===== config.mk =====
export PLATFORM = sky130hd
export DESIGN_NAME = fetch_queue
export DESIGN_NICKNAME = d
export VERILOG_FILES = /design/src/rtl/fetch_queue.sv
export SDC_FILE = /design/constraint.sdc
export NUM_CORES = 1
export LEC_CHECK = 0
export CELL_PAD_IN_SITES_DETAIL_PLACEMENT = 0
export CELL_PAD_IN_SITES_GLOBAL_PLACEMENT = 2
export CORE_UTILIZATION = 33
export CTS_CLUSTER_DIAMETER = 120
export CTS_CLUSTER_SIZE = 24
export DETAILED_ROUTE_END_ITERATION = 16
export GPL_TIMING_DRIVEN = 0
export HOLD_SLACK_MARGIN = 0.1
export PLACE_DENSITY_LB_ADDON = 0.1
export SETUP_SLACK_MARGIN = 0.5
export SYNTH_ARGS = -nofsm -noshare
export SYNTH_HDL_FRONTEND = slang
export SYNTH_SLANG_ARGS = --single-unit

===== constraint.sdc =====
create_clock -name clk -period 5.7 [get_ports clk]
set_input_delay 0.57 -clock clk [delete_from_list [all_inputs] [get_ports clk]]
set_output_delay 0.57 -clock clk [all_outputs]
set_load 0.02 [all_outputs]

===== src/rtl/fetch_queue.sv =====
// fetch_queue: prefetching instruction FIFO between imem and Fetch, flushed on redirect.
// Optional FETCHQ_STATS_EN adds the saturating fetch_bubble_cnt output.
module fetch_queue #(
    parameter int          DEPTH    = 4,
    parameter logic [31:0] RESET_PC = 32'h0000_0000
) (
    input  logic        clk,
    input  logic        rst,
    input  logic        StallF,
    input  logic        PCSrcE,
    input  logic [31:0] PCTargetE,
    output logic [31:0] PCF,
    output logic [31:0] PCPlus4F,
    output logic [31:0] InstrF,
    output logic        ValidF,
    output logic        imem_req,
    output logic [31:0] imem_addr,
    input  logic        imem_gnt,
    input  logic        imem_rvalid,
    input  logic [31:0] imem_rdata
`ifdef FETCHQ_STATS_EN
   ,output logic [31:0] fetch_bubble_cnt
`endif
);
    localparam int AW = $clog2(DEPTH);
    localparam int CW = AW + 1;
    logic [31:0]   fetch_pc_q, fetch_pc_d;
    logic [AW-1:0] head_q, head_d;
    logic [CW-1:0] count_q, count_d, live_q, live_d, disc_q, disc_d;
    logic [31:0]   pc_mem_q [DEPTH];
    logic [31:0]   pc_mem_d [DEPTH];
    logic [31:0]   instr_mem_q [DEPTH];
    logic [31:0]   instr_mem_d [DEPTH];
    logic [AW-1:0] wr_slot, gnt_slot;
    logic [CW:0]   occ;
    logic          valid, pop, gnt, keep, drop;

    always_comb begin
        occ       = {1'b0, count_q} + {1'b0, live_q} + {1'b0, disc_q};
        valid     = count_q != '0;
        imem_req  = !rst && !PCSrcE && (occ < (CW+1)'(DEPTH));
        imem_addr = fetch_pc_q;
        gnt       = imem_req && imem_gnt;
        keep      = imem_rvalid && disc_q == '0 && live_q != '0;
        drop      = imem_rvalid && disc_q != '0;
        pop       = valid && !StallF;
        wr_slot   = head_q + count_q[AW-1:0];
        gnt_slot  = wr_slot + live_q[AW-1:0];
        ValidF    = valid;
        PCF       = valid ? pc_mem_q[head_q] : 32'h0;
        InstrF    = valid ? instr_mem_q[head_q] : 32'h0000_0013;
        PCPlus4F  = PCF + 32'd4;
    end

    // Slots are reserved at grant time: a granted pc lands behind all queued and live entries.
    always_comb begin
        pc_mem_d    = pc_mem_q;
        instr_mem_d = instr_mem_q;
        if (gnt) pc_mem_d[gnt_slot] = fetch_pc_q;
        if (keep && !PCSrcE) instr_mem_d[wr_slot] = imem_rdata;
        fetch_pc_d = PCSrcE ? (PCTargetE & ~32'd3) : (gnt ? fetch_pc_q + 32'd4 : fetch_pc_q);
        head_d     = PCSrcE ? '0 : head_q + AW'(pop);
        count_d    = PCSrcE ? '0 : count_q + CW'(keep) - CW'(pop);
        live_d     = PCSrcE ? '0 : live_q + CW'(gnt) - CW'(keep);
        disc_d     = PCSrcE ? disc_q + live_q - CW'(imem_rvalid && (disc_q != '0 || live_q != '0))
                            : disc_q - CW'(drop);
    end

    always_ff @(posedge clk) begin
        if (rst) begin
            fetch_pc_q  <= RESET_PC;
            head_q      <= '0;
            count_q     <= '0;
            live_q      <= '0;
            disc_q      <= '0;
            pc_mem_q    <= '{default: '0};
            instr_mem_q <= '{default: '0};
        end else begin
            fetch_pc_q  <= fetch_pc_d;
            head_q      <= head_d;
            count_q     <= count_d;
            live_q      <= live_d;
            disc_q      <= disc_d;
            pc_mem_q    <= pc_mem_d;
            instr_mem_q <= instr_mem_d;
        end
    end

`ifdef FETCHQ_STATS_EN
    logic [31:0] bubble_q, bubble_d;

    always_comb bubble_d = (!valid && !StallF && bubble_q != '1) ? bubble_q + 32'd1 : bubble_q;

    always_ff @(posedge clk) begin
        if (rst) bubble_q <= '0;
        else     bubble_q <= bubble_d;
    end

    assign fetch_bubble_cnt = bubble_q;
`endif
endmodule


# Yosys cells after proc, flatten, opt, wreduce, memory -nomap -nowiden
# Index checks and enable logic that the tools add are counted.
dict set report word_totals {
  in_bits 70
  register_bits 299
  word_cells 75
}
dict set report classes {
  n_addsub 14
  muxes 17
  n_bitwise 3
  order_cmp 6
  reduce_logical 21
}
# op n
set ops {}
lappend ops {{2-to-1 mux 32 bit} 10}
lappend ops {{bitwise mux 128 bit} 2}
lappend ops {{binary-select mux 32 bit (select 2 bit)} 2}
lappend ops {{demux 32 bit (select 2 bit)} 2}
lappend ops {{adder 32 x 3 -> 32 bit (second input constant)} 2}
lappend ops {{subtractor 3 x 1 -> 3 bit} 4}
lappend ops {{logical AND 1 bit} 11}
lappend ops {{>= comparator 3 bit (second input constant)} 3}
lappend ops {{NOT 2 -> 3 bit} 3}
lappend ops {{nonzero test 3 bit} 3}
lappend ops {{adder 3 x 1 -> 3 bit} 2}
lappend ops {{less-than comparator 3 x 1 -> 1 bit (second input constant)} 2}
lappend ops {{adder 2 bit} 2}
lappend ops {{adder 3 x 3 -> 4 bit} 1}
lappend ops {{adder 4 x 3 -> 4 bit} 1}
lappend ops {{less-than comparator 4 x 3 -> 1 bit (second input constant)} 1}
lappend ops {{adder 3 bit} 1}
lappend ops {{zero test 1 bit} 3}
lappend ops {{zero test 3 bit} 1}
lappend ops {{2-to-1 mux 3 bit} 1}
lappend ops {{adder 2 x 1 -> 2 bit} 1}
lappend ops {{nonzero test 2 bit} 1}
lappend ops {{OR reduction 2 bit} 1}
lappend ops {{logical OR 1 bit} 1}

# Depth between registers and ports, before layout
# Gate-level depths: netlist (run 1).
dict set report logic_depth {
  word_depth 8
  depth_mapped 17
  mapped_depth_nobuf 15
}

# Least setup slack after synthesis (run 1)
# OpenSTA, ideal clock, no wires.
dict set report synth_timing {
  kind {flip-flop to flip-flop}
  from {register live_q[1]}
  to {register live_q[2]}
  synth_period_minus_slack_ns 3.933
  setup_slack_ns 1.767
  required_ns 5.583
  arrival_time_ns 3.816
  stages_incl_launch_ff 18
  path_buffers 2
  path_cell_list {dfxtp_1 > inv_1 > fa_1 > or2_2 > fa_1 > xor2_1 > and4_1 > inv_2 > clkbuf_1 > clkbuf_1 > ha_1 > inv_1 > ha_1 > inv_1 > fa_1 > xor2_1 > xnor2_1 > nor2_1}
}
dict set report synth_via {
  elab_chain_len 7
  word_cells_on_any_way 9
  cone_classes {add/sub: 4; order compare: 1; reduce/logical: 4}
}
# item line
set synth_rtl {}
lappend synth_rtl {{from (decl)} 29} ;# logic [CW-1:0] count_q, count_d, live_q, live_d, disc_q, disc_d;
lappend synth_rtl {{from (signal assigned)} 82} ;# live_q <= live_d;
lappend synth_rtl {{adder 3 x 3 -> 4 bit} 39} ;# occ = {1'b0, count_q} + {1'b0, live_q} + {1'b0, disc_q};
lappend synth_rtl {{adder 4 x 3 -> 4 bit} 39}
lappend synth_rtl {{less-than comparator 4 x 3 -> 1 bit} 41} ;# imem_req = !rst && !PCSrcE && (occ < (CW+1)'(DEPTH));
lappend synth_rtl {{logical AND 1 bit} 41}
lappend synth_rtl {{logical AND 1 bit} 43} ;# gnt = imem_req && imem_gnt;
lappend synth_rtl {{adder 3 x 1 -> 3 bit} 64} ;# live_d = PCSrcE ? '0 : live_q + CW'(gnt) - CW'(keep);
lappend synth_rtl {{subtractor 3 x 1 -> 3 bit (*)} 64}
# Mark *: on every way between the ends. The rest lies on a longest branch, timed or not.
# A chain may end at the register's enable or synchronous reset.

# Worst setup path after layout (run 1)
dict set report layout_timing {
  from {register head_q[0]}
  to {output PCPlus4F[13]}
}
dict set report layout_via {
  elab_chain_len 6
}
# item line
set layout_rtl {}
lappend layout_rtl {{from (decl)} 28} ;# logic [AW-1:0] head_q, head_d;
lappend layout_rtl {{from (signal assigned)} 72} ;# head_q <= '0;
lappend layout_rtl {{from (signal assigned)} 80} ;# head_q <= head_d;
lappend layout_rtl {{NOT 2 -> 3 bit (not written as such)} 50} ;# PCF = valid ? pc_mem_q[head_q] : 32'h0;
lappend layout_rtl {{binary-select mux 32 bit (select 2 bit)} 50}
lappend layout_rtl {{2-to-1 mux 32 bit (not written as such) (2 in a row)} 50}
lappend layout_rtl {{2-to-1 mux 32 bit} 50}
lappend layout_rtl {{adder 32 x 3 -> 32 bit} 52} ;# PCPlus4F = PCF + 32'd4;
lappend layout_rtl {{to (decl)} 13} ;# output logic [31:0] PCPlus4F,
# No other way between the ends. The select of a mux whose other input is x is not followed.

==> results.sh, run 1 <==
export IMPL_status="finished, final reports clean"
export IMPL_ys_types=60
export IMPL_start_util_pct=33.5
export IMPL_antenna_found_initial=1
export IMPL_place_gp_congestion=0.826
export IMPL_switchingPower_mw=1.04
export IMPL_maxUsedRoutingLayer="met4"
export IMPL_wl_met1_mm=22.2
export IMPL_wl_met3_mm=1.93
export IMPL_clockBufferDepth=3
export IMPL_yosys_register_bits=289
export IMPL_io_pins=200
export IMPL_swShare_pct=27.3
export IMPL_die_area_mm2=0.0434
export IMPL_place_hpwl_mm=36.3
export IMPL_synth_warning_count=0
export IMPL_layout_min_cycle_time_ps=5010
export IMPL_die_w_um=208
export IMPL_drt_pass1_iter_count=4
export IMPL_cellPowerDensity_mw_per_mm2=222
export IMPL_cp_arrival_ps=4440
export IMPL_final_cells=2386
export IMPL_cts_buffers=16
export IMPL_finClkSkew_ps=24.8
export IMPL_drt_iter0_drc=692
export IMPL_worstPathCellList="buf_4 > buf_2 > buf_2 > mux4_1 > nand2_1 > nor3_1 > buf_2 > nand4_1 > xnor2_1 > clkdlybuf4s50_1"
export IMPL_vias_per_cell=5.11
export IMPL_htree_levels=1
export IMPL_seq_area_frac_synth_pct=41.1
export IMPL_synth_area_leaders="dfxtp_1, nand2_1, a21oi_1"
export IMPL_overflow=0
export IMPL_ir_drop_uv=136
export IMPL_cts_root_buf="clkbuf_16"
export IMPL_crit_family="buffers and inverters"
export IMPL_avgSynthCellArea_um2=8.63
export IMPL_pwr_share_seq_pct=54.8
export IMPL_cts_tree="done"
export IMPL_clock_sinks=289
export IMPL_die_h_um=208
export IMPL_endpoint_kind="primary output"
export IMPL_fin_ws_ps=687
export IMPL_p_int_mw=2.77
export IMPL_clkPwrFrac_pct=33.4
export IMPL_async_reset_ff_share_pct=0
export IMPL_diodes=0
export IMPL_grt_pass1_wl_mm=73.6
export IMPL_grt_max_degree=25
export IMPL_r2r_end="live_q[2]$_SDFF_PP0_"
export IMPL_clk_pin_slew_ps=90
export IMPL_finalSetupViolations=0
export IMPL_area_growth_pct=22.0
export IMPL_drc_errors=0
export IMPL_critical_path_depth=10
export IMPL_critPathKind="flop to primary output"
export IMPL_hold_buffers=0
export IMPL_fin_crit_sh_pct=88.0
export IMPL_holdCritPathClass="flop to flop"
export IMPL_cp_slowest_cell="nor3_1"
export IMPL_grt_usage_pct=22.2
export IMPL_maxSlewHeadroom_pct=21.0
export IMPL_drv_slew=0
export IMPL_dp_cells=2365
export IMPL_drv_cap=0
export IMPL_synth_edff_count=0
export IMPL_io_buffers=191
export IMPL_antenna_left=0
export IMPL_startpoint_type="flop"
export IMPL_ys_dominant_reg_cell="dfxtp_1"
export IMPL_rows=75
export IMPL_place_ws_ps=279
export IMPL_yosysTopAreaCell="dfxtp_1"
export IMPL_crit_end="PCPlus4F[13]"
export IMPL_crit_buf_inv=5
export IMPL_startpoint="head_q[0]$_SDFF_PP0_"
export IMPL_syn_area_mm2=0.0141
export IMPL_core_area_mm2=0.0419
export IMPL_drive_gt1_share_pct=6.71
export IMPL_reg2reg_slack_ps=910
export IMPL_totalWireLength_mm=48.9
export IMPL_crit_required_ps=5130
export IMPL_worstMarginPinSlew_ps=1170
export IMPL_routed_via_count=12192
export IMPL_combPwrFrac_pct=11.8
export IMPL_insertion_delay_ps=520
export IMPL_slowest_delay_ps=700
export IMPL_setup_tns_ps=0
export IMPL_grt_pass1_vias=11993
export IMPL_finalHoldViolCount=0
export IMPL_worstPathMaxFanout=10
export IMPL_p_leak_nw=5.94
export IMPL_synth_top_area_share_pct=41.1
export IMPL_worstRegToRegCells=17
export IMPL_timing_rr_start="live_q[1]$_SDFF_PP0_"
export IMPL_syn_instance_count=1630
export IMPL_rsz0062_at_grt="no"
export IMPL_wl_met2_mm=23.6
export IMPL_crit_top_cell="buf_2"
export IMPL_fmax_mhz=199
export IMPL_detail_route_wl_per_cell_um=20.5
export IMPL_fin_nets=1937
[stage by stage]
stage	util [%]	instance area (um2)	hold slack [ps]	power, mW
final	40.9	17100	456	3.81
after global routing	40.9	17100	471	3.98
after CTS	40.9	17100	457	3.87
after detailed placement	39.7	16700	444	2.59
after global placement	39.7	16700	437	2.59
after floorplan	-	14100	432	2.37
[worst reg2reg max path, stage by stage (launching register included)]
cell and delay, ps:
dfxtp_1 490, inv_1 130, fa_1 450, or2_2 310, fa_1 370, xor2_1 200
and4_1 300, inv_2 160, clkbuf_1 400, clkbuf_1 500, ha_1 340, inv_1 60
ha_1 130, inv_1 40, fa_1 380, xor2_1 210, xnor2_1 150, nor2_1 50
[logic make-up (layout without fill, tap and decap cells)]
kind of cell	Yosys count	after routing	synth area share [%]
compound gates	270	270	10.7
xor+xnor	48	48	3.09
fa+ha+maj	21	21	2.19
buf+inv	169	381	5.38
flops	289	289	41.1
mux	128	128	15.4
other cells	1	6	0.0267
simple gates	704	704	22.1
[state kept, by name, summed over array words and instances (netlist names)]
register	flops
instr_mem_q	128
pc_mem_q	120
imem_addr	30
count_q	3
disc_q	3
live_q	3
head_q	2
[Yosys cell counts (all sizes together), types with 13 or more instances]
cell type  instances
mux4              64
nand3             32
inv               28
ha                15
a21oi            202
clkbuf            94
dfxtp            289
o21ai             17
nand2            420
mux2i             64
nor3              13
nor2             102
xnor2             30
xor2              17
buf               47
a31oi             17
and2              56
nand4             26
[area by class of cell]
| type | instances | area [um2] |
|---|---|---|
| multi-input combinational | 1177 | 7540 |
| tap | 539 | 674 |
| clock buffer | 17 | 425 |
| buffer | 141 | 657 |
| clock inverter | 2 | 25.0 |
| fill | 4349 | 24800 |
| timing repair buffer | 193 | 1940 |
| inverter | 28 | 105 |
| sequential | 289 | 5790 |
[cells in the final DEF, fill, tap and decap left out, types with 21 or more instances in the layout]
master and count:
nand2_1 420, a21oi_1 202, xnor2_1 30, nand4_1 26
inv_1 26, mux4_2 43, clkbuf_1 91, nor2_1 102
and2_1 56, clkdlybuf4s50_1 191, mux4_1 21, nand3_1 32
mux2i_1 64, dfxtp_1 289, buf_2 30
[power by group through the flow]
stage	Combinational [mW]	Sequential, mW	Clock, mW
global route	0.499	2.10	1.38
detailed placement	0.456	2.14	0
floorplan	0.235	2.14	0
CTS	0.459	2.09	1.32
global placement	0.454	2.14	0
finish	0.452	2.09	1.27
[repair_timing]
item                                    4_1_cts  5_1_grt
endpoints found under the setup margin       10        9
resized for setup                             2        4
buffers inserted                              2        0
pin swaps                                     1        0
[worst min-delay path by stage]
stage / slack [ps] / startpoint / depth (start not counted) / end
after global routing: 470 / pc_mem_q[5]$_SDFFE_PP0P_ / 2 / pc_mem_q[5]$_SDFFE_PP0P_
final: 460 / pc_mem_q[47]$_SDFFE_PP0P_ / 2 / pc_mem_q[47]$_SDFFE_PP0P_
after CTS: 460 / instr_mem_q[33]$_SDFFE_PP0P_ / 2 / instr_mem_q[33]$_SDFFE_PP0P_
after global placement: 440 / pc_mem_q[17]$_SDFFE_PP0P_ / 2 / pc_mem_q[17]$_SDFFE_PP0P_
after floorplan: 430 / pc_mem_q[34]$_SDFFE_PP0P_ / 2 / pc_mem_q[34]$_SDFFE_PP0P_
after detailed placement: 440 / instr_mem_q[33]$_SDFFE_PP0P_ / 2 / instr_mem_q[33]$_SDFFE_PP0P_
[metal layers]
| layer | global-route usage [%] | vias to the layer above |
|---|---|---|
| li1 | - | 5999 |
| met1 | 29.2 | 5830 |
| met2 | 38.5 | 304 |
| met3 | 2.32 | 59 |
| met4 | 6.13 | 0 |
| met5 | 0 | - |
(Power assumes the default switching activity.)
==> inputs of run 2 (changes only) <==
Clock period 5.7 ns to 5.6 ns, I/O delays scaled along.
==> results.sh, run 2 (synthesized netlist as in run 1, its figures left out) <==
export IMPL_core_area_mm2=0.0419
export IMPL_crit_top_cell="buf_2"
export IMPL_grtUsageMet2_pct=38.5
export IMPL_fin_ws_ps=637
export IMPL_use_met3_pct=2.32
export IMPL_status="finished, final reports clean"
export IMPL_top_usage_layer="met2"
export IMPL_drv_cap=0
export IMPL_endpoint_kind="primary output"
export IMPL_critPathKind="flop to primary output"
export IMPL_switchingPower_mw=1.06
export IMPL_grt_max_degree=25
export IMPL_largest_reg_flops=128
export IMPL_fin_nets=1937
export IMPL_antenna_found_initial=1
export IMPL_combPwrFrac_pct=11.8
export IMPL_final_common_cell="nand2_1"
export IMPL_holdCritPathClass="flop to flop"
export IMPL_register_area_mm2=0.00579
export IMPL_cts_root_buf="clkbuf_16"
export IMPL_clockBufferDepth=3
export IMPL_fillers=4350
export IMPL_mostFrequentLayoutCells="nand2_1, dfxtp_1, a21oi_1"
export IMPL_crit_family="buffers and inverters"
export IMPL_fin_crit_sh_pct=88.6
export IMPL_antenna_left=0
export IMPL_die_h_um=208
export IMPL_drt_iter0_drc=698
export IMPL_grt_pass1_wl_mm=73.6
export IMPL_drc_errors=0
export IMPL_pwr_share_seq_pct=54.8
export IMPL_slowest_delay_ps=700
export IMPL_swShare_pct=27.3
export IMPL_drv_slew=0
export IMPL_place_hpwl_mm=36.3
export IMPL_cts_buffers=16
export IMPL_finalHoldViolCount=0
export IMPL_fin_util_pct=40.9
export IMPL_totalWireLength_mm=48.9
export IMPL_clock_sinks=289
export IMPL_cellPowerDensity_mw_per_mm2=226
export IMPL_clk_pin_slew_ps=90
export IMPL_place_gp_congestion=0.826
export IMPL_startpoint_type="flop"
export IMPL_ir_drop_uv=140
export IMPL_hold_buffers=0
export IMPL_cp_slowest_cell="nor3_1"
export IMPL_finalSetupViolations=0
export IMPL_io_pins=200
export IMPL_io_buffers=191
export IMPL_cp_arrival_ps=4400
export IMPL_cts_tree="done"
export IMPL_rows=75
export IMPL_worstPathMaxFanout=10
export IMPL_start_util_pct=33.5
export IMPL_fmax_mhz=201
export IMPL_detail_route_wl_per_cell_um=20.5
export IMPL_p_leak_nw=5.97
export IMPL_setup_tns_ps=0
export IMPL_die_w_um=208
export IMPL_clkPwrFrac_pct=33.4
export IMPL_crit_required_ps=5040
export IMPL_multi_input_area_mm2=0.00754
export IMPL_overflow=0
export IMPL_crit_buf_inv=5
export IMPL_finClkSkew_ps=24.9
export IMPL_insertion_delay_ps=520
export IMPL_grt_pass1_vias=11996
export IMPL_drt_pass1_iter_count=4
export IMPL_layout_min_cycle_time_ps=4960
export IMPL_p_int_mw=2.82
export IMPL_diodes=0
export IMPL_place_ws_ps=189
export IMPL_area_growth_pct=22.0
export IMPL_use_met1_pct=29.2
export IMPL_rsz0062_at_grt="no"
export IMPL_vias_per_cell=5.11
export IMPL_maxSlewHeadroom_pct=21.8
export IMPL_drive_gt1_share_pct=6.77
export IMPL_htree_levels=1
export IMPL_routed_via_count=12197
export IMPL_largest_register="instr_mem_q"
export IMPL_die_area_mm2=0.0434
export IMPL_worstMarginPinSlew_ps=1160
export IMPL_worstPathCellList="buf_4 > buf_2 > buf_2 > mux4_1 > nand2_1 > nor3_1 > buf_2 > nand2_1 > xnor2_1 > clkdlybuf4s50_1"
export IMPL_grt_usage_pct=22.2
-- run 2: cell types whose count changed in the layout (fill, tap and decap cells not counted) --
cell             before  now
clkbuf_1             91   90
clkdlybuf4s50_1     191  190
clkbuf_4              1    2
dlymetal6s2s_1        0    1
-- run 2: final timing paths --
path         slack [ps]  cells past startpoint                      start                   endpoint
min reg2reg         460                      2  pc_mem_q[47]$_SDFFE_PP0P_  pc_mem_q[47]$_SDFFE_PP0P_
max                 640                     10       head_q[0]$_SDFF_PP0_               PCPlus4F[11]
max reg2reg        1000                     17       live_q[1]$_SDFF_PP0_       live_q[2]$_SDFF_PP0_
min                 460                      2  pc_mem_q[47]$_SDFFE_PP0P_  pc_mem_q[47]$_SDFFE_PP0P_
-- run 2: metal layers --
| metal | vias up | share of wire (%) | wire length (um) |
|---|---|---|---|
| met5 | - | 0 | 0 |
| li1 | 5995 | - | - |
| met3 | 59 | 3.7 | 1820 |
| met2 | 300 | 48 | 23600 |
| met4 | 0 | 2.5 | 1240 |
| met1 | 5843 | 45 | 22200 |
-- run 2: power by group through the flow --
stage | combinational [mW] | clock, mW | sequential (mW)
5_1_grt | 0.509 | 1.41 | 2.13
3_5_place_dp | 0.464 | 0 | 2.17
2_1_floorplan | 0.239 | 0 | 2.18
6_report | 0.460 | 1.30 | 2.13
4_1_cts | 0.467 | 1.35 | 2.13
3_3_place_gp | 0.462 | 0 | 2.18
-- run 2: area by class of cell --
cell class                 instances  share of cell area (%)
inverter                          28                   0.613
timing repair buffer             193                    11.3
clock buffer                      17                    2.48
sequential                       289                    33.7
multi-input combinational       1177                    43.9
buffer                           141                    3.85
tap                              539                    3.93
clock inverter                     2                   0.146
-- run 2: per-stage QoR --
stage / cell area, um2 / instances / hold slack, ps / power (mW)
finish: 17200 / 2386 / 456 / 3.88
global route: 17200 / 2386 / 471 / 4.05
CTS: 17100 / 2386 / 457 / 3.94
detailed placement: 16700 / 2365 / 444 / 2.64
global placement: 16700 / 2365 / 437 / 2.64
floorplan: 14100 / 1635 / 432 / 2.41
-- run 2: worst register-to-register path, stage by stage, from the launching register on --
cell      delay [ps]
dfxtp_1          490
inv_1            130
fa_1             450
or2_2            310
fa_1             370
xor2_1           200
and4_1           300
inv_2            160
clkbuf_1         390
clkbuf_2         360
ha_1             290
inv_1             60
ha_1             130
inv_1             40
fa_1             380
xor2_1           210
xnor2_1          150
nor2_1            50
-- run 2: what timing repair did --
action / CTS / global route
cloned: 0 / 0
resized for setup: 3 / 7
hold endpoints to repair: 0 / 0
setup buffers: 2 / 0
endpoints found under the setup margin: 11 / 7
pin swaps: 1 / 0
==> inputs of run 3 (changes only) <==
Settings changed: CAP_MARGIN set to 30.
==> results.sh, run 3 (synthesized netlist as in run 1, its figures left out) <==
export IMPL_vias_per_cell=5.08
export IMPL_worstPathMaxFanout=10
export IMPL_area_growth_pct=22.4
export IMPL_die_w_um=208
export IMPL_grt_usage_pct=22.2
export IMPL_antenna_left=0
export IMPL_finClkSkew_ps=29.3
export IMPL_p_leak_nw=6.00
export IMPL_ir_drop_uv=159
export IMPL_die_h_um=208
export IMPL_largest_reg_flops=128
export IMPL_wl_met1_mm=22.2
export IMPL_grt_pass1_wl_mm=73.7
export IMPL_routed_via_count=12147
export IMPL_critPathKind="flop to primary output"
export IMPL_totalWireLength_mm=48.9
export IMPL_layout_min_cycle_time_ps=4920
export IMPL_hold_depth=2
export IMPL_design_area_mm2=0.0172
export IMPL_largest_register="instr_mem_q"
export IMPL_insertion_delay_ps=520
export IMPL_grt_pass1_vias=11904
export IMPL_dp_cells=2367
export IMPL_drive_gt1_share_pct=7.02
export IMPL_endpoint_kind="primary output"
export IMPL_maxUsedRoutingLayer="met4"
export IMPL_hold_buffers=0
export IMPL_final_cells=2390
export IMPL_io_buffers=191
export IMPL_final_common_cell="nand2_1"
export IMPL_cellPowerDensity_mw_per_mm2=229
export IMPL_io_pins=200
export IMPL_wl_met2_mm=23.3
export IMPL_worstMarginPinSlew_ps=918
export IMPL_drt_pass1_iter_count=5
export IMPL_fmax_mhz=203
export IMPL_drv_cap=0
export IMPL_diodes=0
export IMPL_clockBufferDepth=3
export IMPL_maxSlewHeadroom_pct=38.8
export IMPL_fin_crit_sh_pct=87.8
export IMPL_worstRegToRegCells=17
export IMPL_place_hpwl_mm=36.3
export IMPL_finalSetupViolations=0
export IMPL_htree_levels=1
export IMPL_die_area_mm2=0.0434
export IMPL_cts_root_buf="clkbuf_16"
export IMPL_start_util_pct=33.5
export IMPL_hold_end="instr_mem_q[33]$_SDFFE_PP0P_"
export IMPL_fin_nets=1938
export IMPL_core_area_mm2=0.0419
export IMPL_detail_route_wl_per_cell_um=20.5
export IMPL_r2r_end="live_q[2]$_SDFF_PP0_"
export IMPL_reg2reg_slack_ps=1070
export IMPL_rows=75
export IMPL_holdCritPathClass="flop to flop"
export IMPL_cp_arrival_ps=4360
export IMPL_finalHoldViolCount=0
export IMPL_power_mw=3.94
export IMPL_place_gp_congestion=0.826
export IMPL_startpoint_type="flop"
export IMPL_placed_cell_area_mm2=0.0167
export IMPL_status="finished, final reports clean"
export IMPL_setup_tns_ps=0
export IMPL_cts_buffers=16
export IMPL_overflow=0
export IMPL_mostFrequentLayoutCells="nand2_1, dfxtp_1, a21oi_1"
export IMPL_drt_iter0_drc=606
export IMPL_clock_sinks=289
export IMPL_wl_met3_mm=1.87
export IMPL_drv_slew=0
export IMPL_cts_tree="done"
export IMPL_startpoint="head_q[0]$_SDFF_PP0_"
export IMPL_timing_rr_start="live_q[1]$_SDFF_PP0_"
export IMPL_min_delay_start="instr_mem_q[33]$_SDFFE_PP0P_"
export IMPL_antenna_found_initial=1
export IMPL_rsz0062_at_grt="no"
export IMPL_crit_required_ps=5040
export IMPL_clk_pin_slew_ps=100
export IMPL_grt_max_degree=25
export IMPL_drc_errors=0
## run 3: how the worst max path moves through the flow
stage | endpoint | slack [ps] | depth (start not counted)
detailed placement | PCPlus4F[14] | 150 | 12
global route | PCPlus4F[26] | 510 | 13
global placement | PCPlus4F[16] | 160 | 12
CTS | PCPlus4F[14] | 500 | 13
finish | PCPlus4F[13] | 680 | 10
floorplan | live_q[2]$_SDFF_PP0_ | 1670 | 17
## run 3: per-layer routing
layer | up-vias | GRT usage, %
met5 | - | 0
met4 | 0 | 7.00
met3 | 64 | 2.61
met2 | 287 | 38.0
met1 | 5788 | 29.0
li1 | 6008 | -
## run 3: timing repair
action / CTS / global route
resized for setup: 3 / 8
pin swaps: 1 / 0
setup buffers: 1 / 0
endpoints found under the setup margin: 11 / 11
## run 3: final cells by class
class | count | area, um2
fillers | 4290 | 24700
multi-input cells | 1177 | 7540
flip-flops and latches | 289 | 5790
repair buffers | 194 | 1950
well taps | 539 | 674
plain buffers | 141 | 661
clock buffers | 18 | 439
inverters | 28 | 105
clock inverters | 4 | 53.8
## run 3: power breakdown
part | leakage, nW | internal (mW) | switching [mW] | total, mW
registers | 2.33 | 2.09 | 0.0402 | 2.13
logic | 3.42 | 0.181 | 0.282 | 0.463
clock network | 0.241 | 0.617 | 0.738 | 1.35
total | 6.00 | 2.88 | 1.06 | 3.94
## run 3: stage by stage
stage	hold slack (ps)	util, %	setup slack [ps]
6_report	455	41.0	681
4_1_cts	457	41.0	505
5_1_grt	471	41.0	506
3_3_place_gp	437	39.7	160
3_5_place_dp	444	39.8	154
2_1_floorplan	432	-	1670
## run 3: critical path, stage by stage, from the launching register on
cell and delay [ps]:
dfxtp_1 370, buf_4 200, buf_2 330, buf_2 420
mux4_1 270, nand2_1 70, nor3_1 690, buf_2 400
nand4_1 150, xnor2_1 240, clkdlybuf4s50_1 680
